--- src/rtl/ps2_scan_rx.sv ---
// PS/2 device-to-host frame receiver with make/break key tracking.
// Presents the currently and previously held make codes to sound_ctrl.
module ps2_scan_rx #(
    parameter int unsigned FILT_LEN    = 8,
    parameter int unsigned TIMEOUT_CYC = 200000
) (
    input  logic       clk,
    input  logic       reset,
    input  logic       ps2_clk,
    input  logic       ps2_data,
    output logic [7:0] scan,
    output logic [7:0] prevscan,
    output logic [7:0] rx_byte,
    output logic       rx_valid,
    output logic       frame_err
);

    localparam int unsigned FW = $clog2(FILT_LEN + 1);
    localparam int unsigned WW = $clog2(TIMEOUT_CYC + 1);

    typedef enum logic [1:0] {StIdle, StData, StParity, StStop} state_e;

    // Synchronizers idle high, like the open-collector lines they sample
    logic          clk_s1_q, clk_s2_q, dat_s1_q, dat_s2_q;
    logic          level_q, level_d;
    logic [FW-1:0] fcnt_q, fcnt_d;
    logic          fall;

    state_e        state_q, state_d;
    logic [2:0]    bcnt_q, bcnt_d;
    logic [7:0]    shift_q, shift_d;
    logic          par_q, par_d;
    logic [WW-1:0] wdog_q, wdog_d;
    logic          timeout;
    logic [7:0]    rx_byte_d;
    logic          rx_valid_d, frame_err_d;

    logic [7:0]    scan_d, prev_d;
    logic          ext_q, ext_d, brk_q, brk_d;

    // Two-flop synchronizers for both pins
    always_ff @(posedge clk or negedge reset) begin
        if (!reset) begin
            clk_s1_q <= 1'b1;
            clk_s2_q <= 1'b1;
            dat_s1_q <= 1'b1;
            dat_s2_q <= 1'b1;
        end else begin
            clk_s1_q <= ps2_clk;
            clk_s2_q <= clk_s1_q;
            dat_s1_q <= ps2_data;
            dat_s2_q <= dat_s1_q;
        end
    end

    // Glitch filter: level follows ps2_clk only after FILT_LEN stable differing cycles
    always_comb begin
        level_d = level_q;
        fcnt_d  = '0;
        if (clk_s2_q != level_q) begin
            if (fcnt_q == FW'(FILT_LEN - 1)) begin
                level_d = clk_s2_q;
            end else begin
                fcnt_d = fcnt_q + FW'(1);
            end
        end
    end

    assign fall    = level_q & ~level_d;
    assign timeout = (state_q != StIdle) && !fall && (wdog_q >= WW'(TIMEOUT_CYC - 1));

    // Frame FSM next-state, watchdog and receive pulses
    always_comb begin
        state_d     = state_q;
        bcnt_d      = bcnt_q;
        shift_d     = shift_q;
        par_d       = par_q;
        rx_byte_d   = rx_byte;
        rx_valid_d  = 1'b0;
        frame_err_d = 1'b0;
        wdog_d      = (fall || state_q == StIdle) ? '0 : wdog_q + WW'(1);
        if (timeout) begin
            // Partial byte is dropped; shift_q is overwritten by the next frame
            frame_err_d = 1'b1;
            state_d     = StIdle;
            wdog_d      = '0;
        end else if (fall) begin
            unique case (state_q)
                StIdle: begin
                    if (!dat_s2_q) begin
                        state_d = StData;
                        bcnt_d  = '0;
                    end
                end
                StData: begin
                    shift_d = {dat_s2_q, shift_q[7:1]};
                    bcnt_d  = bcnt_q + 3'd1;
                    if (bcnt_q == 3'd7) state_d = StParity;
                end
                StParity: begin
                    par_d   = dat_s2_q;
                    state_d = StStop;
                end
                StStop: begin
                    if (dat_s2_q && (^{shift_q, par_q})) begin
                        rx_valid_d = 1'b1;
                        rx_byte_d  = shift_q;
                    end else begin
                        frame_err_d = 1'b1;
                    end
                    state_d = StIdle;
                end
                default: state_d = StIdle;
            endcase
        end
    end

    // Key tracker next-state, driven by the registered receive pulses
    always_comb begin
        scan_d = scan;
        prev_d = prevscan;
        ext_d  = ext_q;
        brk_d  = brk_q;
        if (frame_err) begin
            ext_d = 1'b0;
            brk_d = 1'b0;
        end else if (rx_valid) begin
            if (rx_byte == 8'hE0) begin
                ext_d = 1'b1;
            end else if (rx_byte == 8'hF0) begin
                brk_d = 1'b1;
            end else begin
                ext_d = 1'b0;
                brk_d = 1'b0;
                if (ext_q) begin
                    // Extended keys are not note keys
                end else if (brk_q) begin
                    if (rx_byte == scan)     scan_d = 8'h00;
                    if (rx_byte == prevscan) prev_d = 8'h00;
                end else if (rx_byte != scan) begin
                    scan_d = rx_byte;
                    // Re-pressing the previous key swaps slots instead of duplicating
                    if (rx_byte == prevscan || scan != 8'h00) prev_d = scan;
                end
            end
        end
    end

    // State registers for filter, frame FSM and key tracker
    always_ff @(posedge clk or negedge reset) begin
        if (!reset) begin
            level_q   <= 1'b1;
            fcnt_q    <= '0;
            state_q   <= StIdle;
            bcnt_q    <= '0;
            shift_q   <= '0;
            par_q     <= 1'b0;
            wdog_q    <= '0;
            rx_byte   <= '0;
            rx_valid  <= 1'b0;
            frame_err <= 1'b0;
            scan      <= '0;
            prevscan  <= '0;
            ext_q     <= 1'b0;
            brk_q     <= 1'b0;
        end else begin
            level_q   <= level_d;
            fcnt_q    <= fcnt_d;
            state_q   <= state_d;
            bcnt_q    <= bcnt_d;
            shift_q   <= shift_d;
            par_q     <= par_d;
            wdog_q    <= wdog_d;
            rx_byte   <= rx_byte_d;
            rx_valid  <= rx_valid_d;
            frame_err <= frame_err_d;
            scan      <= scan_d;
            prevscan  <= prev_d;
            ext_q     <= ext_d;
            brk_q     <= brk_d;
        end
    end

endmodule

--- config.mk ---
export PLATFORM = sky130hd
export DESIGN_NAME = ps2_scan_rx
export DESIGN_NICKNAME = d
export VERILOG_FILES = /design/src/rtl/ps2_scan_rx.sv
export SDC_FILE = /design/constraint.sdc
export NUM_CORES = 1
export LEC_CHECK = 0
export BUFFER_PORTS_ARGS = -buffer_cell sky130_fd_sc_hd__buf_2
export CORE_MARGIN = 10
export CORE_UTILIZATION = 55
export CTS_CLUSTER_SIZE = 24
export DETAILED_ROUTE_END_ITERATION = 8
export PLACE_DENSITY = 0.78
export SYNTH_ARGS = -nofsm -noshare
export SYNTH_HDL_FRONTEND = slang
export SYNTH_SLANG_ARGS = --single-unit
--- constraint.sdc ---
create_clock -name clk -period 3.3 [get_ports clk]
set_clock_uncertainty 0.2 [all_clocks]
set_input_delay 0.165 -clock clk [delete_from_list [all_inputs] [get_ports clk]]
set_output_delay 0.165 -clock clk [all_outputs]
set_load 0.005 [all_outputs]
Yosys cells after proc, flatten, opt, wreduce, memory -nomap -nowiden
Cells that the tools add are included.

word-level totals
  output and inout bits = 26
  word-level logic and storage cells = 107
  register bits = 69
  input port bits = 4

operators by class
  add/subtract/negate cells = 3
  equal/unequal tests = 18
  multiplexer cells = 36
  magnitude comparators = 1
  reduce and logical (&&, ||, !) cells = 24
  bitwise logic cells = 7

operators with widths
  kind                                                       count
  2-to-1 mux 8 bit                                           7
  2-to-1 mux 18 bit                                          2
  adder 18 x 1 -> 18 bit, second input constant              1
  greater-or-equal comparator 18 bit, second input constant  1
  2-to-1 mux 1 bit                                           18
  equality test 8 bit                                        2
  equality test 8 bit, second input constant                 2
  nonzero test 2 bit                                         6
  != test 3 bit, second input constant                       3
  AND reduction 3 bit                                        3
  XOR reduction 9 bit                                        1
  2-to-1 mux 2 bit                                           4
  2-to-1 mux 4 bit                                           2
  != test 8 bit                                              1
  case mux 2 bit (4 select lines)                            1
  AND reduction 4 bit                                        2
  AND reduction 8 bit                                        1
  nonzero test 8 bit                                         1
  AND reduction 7 bit                                        1
  inverter 1 bit                                             6
  case mux 3 bit (2 select lines)                            1
  adder 4 x 1 -> 4 bit, second input constant                1
  equality test 2 bit, second input constant                 2
  equality test 4 x 3 -> 1 bit, second input constant        1
  13 further kinds                                           19

Longest topological paths before layout
  depth in word-level cells = 10
  gate-level depth with buffers = 7
  mapped depth without buffers = 6

Least setup slack after synthesis
No wires, ideal clock.

  path kind = register to register
  start = register brk_q
  end = register prevscan[0]
  period minus slack after synthesis = 2142 ps
  cell stages (with the launch flop) = 6
  data required time = 2975 ps
  data arrival time = 1817 ps
  buffers on the path = 1
  setup slack = 1158 ps
  setup time = 125 ps
  cells stage by stage = dfrtp_1 > clkbuf_1 > inv_1 > ha_1 > nor3b_2 > mux2_2

between the ends
  longest elaborated chain between the ends = 2
  elaborated cells between the ends (all ways) = 5
  classes of those cells = 1 x eq/ne; 1 x mux; 3 x reduce/logical

RTL lines
  item                                                                    RTL line  source
  from (decl)                                                             39        logic ext_q, ext_d, brk_q, brk_d;
  from (signal assigned)                                                  180       brk_q <= brk_d;
  != test 2 x 1 -> 1 bit (no line) or nonzero test 2 bit (tied branches)  n/a
  AND reduction 8 bit (no line)                                           n/a
  to (signal assigned)                                                    178       prevscan <= prev_d;
  to (decl)                                                               12        output logic [7:0] prevscan,

Several ways; a longest one is shown, not always the timed one.
A chain may end at the register's enable or synchronous reset.

Final worst setup path
  start = register rx_byte[7]
  end = register prevscan[2]

between the ends
  longest elaborated chain between the ends = 4
  elaborated cells between the ends (all ways) = 11
  classes of those cells = 5 x eq/ne; 2 x bitwise; 4 x reduce/logical

RTL lines
  item                             RTL line  source
  from (decl)                      13        output logic [7:0] rx_byte,
  from (signal assigned)           174       rx_byte <= rx_byte_d;
  equality test 8 bit              139, 143
  logical OR 1 bit                 143       if (rx_byte == prevscan || scan != 8'h00) prev_d = scan;
  nonzero test 2 bit (no line)     n/a
  AND reduction 8 bit (no line) *  n/a

Mark *: on every way between the ends. The rest lies on a longest branch, timed or not.

==> results.yml <==
setup_path:
  critical_path_peak_fanout: 8
  critical_path_arrival_ps: 2480
  start_kind: "register"
  timing.critical_path.to_type: "register"
  worst_ep_required_time_ps: 3330
  crit_type: "reg2reg"
detailed_routing:
  drt-initial-drc-count: 116
  routedWlPerCell_um: 15.3
  drc_errors: 0
  routed-via-count: 2310
  wl_um: 6350
  drtPass1Iterations: 4
  vias_per_cell: 5.58
  detail-route-antenna-nets: 0
logic_synthesis:
  syn_inst: 294
  post_synth_main_area_contributors: "sky130_fd_sc_hd__dfrtp_1 (48%), sky130_fd_sc_hd__mux2_2 (11%), sky130_fd_sc_hd__xnor2_1 (4.9%)"
  synth_largest_type_area_fraction_pct: 47.6
  synth_edf_count: 0
  seq_area_frac_synth_pct: 51.5
  asyncSetResetFlopFracSynth_pct: 100
  count_of_unique_library_cells_instantiated_by_yosys: 38
  postSynth.topFlopCell: "sky130_fd_sc_hd__dfrtp_1"
  synth_area_um2: 3370
  synthTopCellsByCount: "sky130_fd_sc_hd__dfrtp_1 (64), sky130_fd_sc_hd__mux2_2 (33), sky130_fd_sc_hd__nor2_1 (29)"
  postSynthNetCount: 308
  yosysTopAreaCell: "sky130_fd_sc_hd__dfrtp_1"
  synth_most_common_cell: "sky130_fd_sc_hd__dfrtp_1"
  synth_area_per_inst_um2: 11.5
  synth_seq_cells: 69
  synth-warning-count: 0
final_layout:
  antenna_cells_inserted: 0
  fill_cells: 477
  areaGrowthSynthToFinish_pct: 14.2
  post_route_cells_drive_above_1_share_pct: 26.0
  final_util_pct: 64.9
  finish.net_count: 348
clocking:
  postCtsResizedCells: 0
  htreeDepth: 3
  clk_latency_ps: 340
  clk_pin_slew_ps: 70
  cts_sinks: 69
  root_buffer: "sky130_fd_sc_hd__clkbuf_8"
  cts_buffers: 9
  cts-root-to-sink-buffers: 2
  cts_tree: "done"
  post-cts-setup-buffer-count: 0
global_routing:
  grt_use_met2_pct: 21.0
  grt_antenna_before_repair: 0
  groute.layer.met1.usage_pct: 17.4
  overflow: 0
  grtUsageMet3_pct: 3.95
  gr-max-usage-layer: "met2"
  maximum_number_of_pins_on_one_net_before_global_route_repair: 70
  grt_first_pass_wirelength_um: 11100
  vias_in_the_first_global_route: 2334
  gr-usage-all-layers_pct: 13.7
floorplanning:
  design.die.area_um2: 9650
  fp-row-count: 28
  coreArea_um2: 5920
  io_pins: 30
  die_w_um: 98.2
  floorplan.initialDensity_pct: 56.9
  die_height_um: 98.2
timing:
  final-hold-violation-count: 0
  final_period_minus_worst_setup_slack_ps: 2450
  worst_slack_ps: 851
  worstMarginPinSlew_ps: 1050
  final_min_period_over_clock_period_pct: 74.2
  grt_setup_unrepaired: "no"
  setup-tns-final_ps: 0
  max_clock_freq_ghz: 0.408
  slew_violations: 0
  report.final.setup_viol: 0
  timing.max_slew.rel_slack_pct: 29.6
power:
  leakagePower_nw: 1.93
  peakVddDrop_v: 0.000291
  overall_power_mw: 1.71
  power.density_nw_per_um2: 444
place:
  port_buffers: 29
  pre_cts_ws_ps: 837
  place_hpwl_um: 4300
  global_placement_routability_congestion: 0.796
hold_path:
  worst_hold_path_type: "reg2reg"
outcome:
  status: "completed"
run:
  max-cap-violations: 0
[critical path: stages, from the launching register on]
cell                      delay [ps]
sky130_fd_sc_hd__dfrtp_1         480
sky130_fd_sc_hd__xor2_1          200
sky130_fd_sc_hd__nor4_1          340
sky130_fd_sc_hd__a21oi_1         130
sky130_fd_sc_hd__nor3b_2         570
sky130_fd_sc_hd__mux2_2          410
[final cells by class]
type | instances | area, µm² | area share (%)
sequential | 69 | 1730 | 45.1
multi-input combinational | 211 | 1580 | 41.1
timing repair buffer | 34 | 190 | 4.95
clock buffer | 10 | 128 | 3.32
tap | 75 | 93.8 | 2.44
clock inverter | 6 | 87.6 | 2.28
inverter | 9 | 33.8 | 0.879
[sequential cells by signal, summed over array words and instances (netlist names), 2 cells and up]
name,count
wdog_q,18
prevscan,8
rx_byte,8
scan,8
shift_q,8
fcnt_q,4
bcnt_q,3
state_q,2
[cell families (layout without fill, tap and decap cells)]
| group | after synthesis | in the layout | synth area share [%] |
|---|---|---|---|
| AND/OR/NAND/NOR | 107 | 107 | 17.1 |
| flip-flops | 69 | 69 | 51.5 |
| XOR/XNOR | 39 | 39 | 10.8 |
| multiplexers | 34 | 34 | 11.3 |
| AO/OA/AOI/OAI | 21 | 21 | 3.98 |
| buffers and inverters | 14 | 59 | 1.63 |
| adder cells (fa/ha/maj) | 10 | 10 | 3.72 |
[where the power goes]
group	leakage (nW)	switching (mW)	internal, mW	total [mW]
Sequential	0.944	0.0174	0.873	0.891
Clock	0.110	0.323	0.426	0.748
Combinational	0.880	0.0381	0.0297	0.0678
[cell usage in the layout (no fill, tap or decap), types with 2 or more instances in the layout]
| master | synthesis | layout |
|---|---|---|
| sky130_fd_sc_hd__dfrtp_1 | 64 | 64 |
| sky130_fd_sc_hd__mux2_2 | 33 | 33 |
| sky130_fd_sc_hd__nor2_1 | 29 | 29 |
| sky130_fd_sc_hd__buf_2 | 2 | 29 |
| sky130_fd_sc_hd__xnor2_1 | 19 | 19 |
| sky130_fd_sc_hd__xor2_1 | 18 | 18 |
| sky130_fd_sc_hd__nor2b_1 | 16 | 16 |
| sky130_fd_sc_hd__nand3_1 | 16 | 16 |
| sky130_fd_sc_hd__nand2_1 | 11 | 11 |
| sky130_fd_sc_hd__ha_1 | 10 | 10 |
| sky130_fd_sc_hd__inv_1 | 9 | 9 |
| sky130_fd_sc_hd__clkbuf_8 | 0 | 9 |
| sky130_fd_sc_hd__a21oi_1 | 7 | 7 |
| sky130_fd_sc_hd__nor4_1 | 6 | 6 |
| sky130_fd_sc_hd__nor3_1 | 6 | 6 |
| sky130_fd_sc_hd__nand4_1 | 5 | 5 |
| sky130_fd_sc_hd__dfstp_2 | 5 | 5 |
| sky130_fd_sc_hd__nor3b_1 | 4 | 4 |
| sky130_fd_sc_hd__o21ai_0 | 4 | 4 |
| sky130_fd_sc_hd__and3_1 | 4 | 4 |
| sky130_fd_sc_hd__nand2b_1 | 4 | 4 |
| sky130_fd_sc_hd__dlygate4sd3_1 | 0 | 3 |
| sky130_fd_sc_hd__nand3b_1 | 2 | 2 |
| sky130_fd_sc_hd__a211oi_1 | 2 | 2 |
| sky130_fd_sc_hd__clkinv_4 | 0 | 2 |
| sky130_fd_sc_hd__clkinv_2 | 0 | 2 |
| sky130_fd_sc_hd__bufinv_16 | 0 | 2 |
| sky130_fd_sc_hd__buf_4 | 0 | 2 |
[per-layer routing]
layer / wire [µm] / vias to the layer above
met1: 2840 / 1144
met4: 133 / 0
li1: - / 1100
met2: 3000 / 53
met3: 379 / 13
met5: 0 / -
[worst paths after layout]
check / cells past startpoint / end / slack (ps) / start
hold / removal: 0 / clk_s2_q$_DFF_PN1_ / 160 / clk_s1_q$_DFF_PN1_
setup reg to reg: 5 / prevscan[2]$_DFFE_PN0P_ / 850 / rx_byte[7]$_DFFE_PN0P_
setup / recovery: 5 / prevscan[2]$_DFFE_PN0P_ / 850 / rx_byte[7]$_DFFE_PN0P_
max in group asynchronous: 3 / wdog_q[7]$_DFF_PN0_ / 2010 / reset
hold reg to reg: 0 / clk_s2_q$_DFF_PN1_ / 160 / clk_s1_q$_DFF_PN1_
min in group asynchronous: 3 / prevscan[3]$_DFFE_PN0P_ / 340 / reset
[through the flow]
step                instance area (µm²)  hold slack, ps  instances
finish                             3840             157        414
global route                       3840             168        414
CTS                                3840             159        414
detailed placement                 3600            71.6        395
global placement                   3600            69.3        395
floorplan                          3370            -331        294
[repair_timing]
action	in CTS	in global routing
hold buffers	3	0
setup endpoints to repair	0	0
endpoints found under the hold margin	66	0
Power figures use the tool's default switching activity.
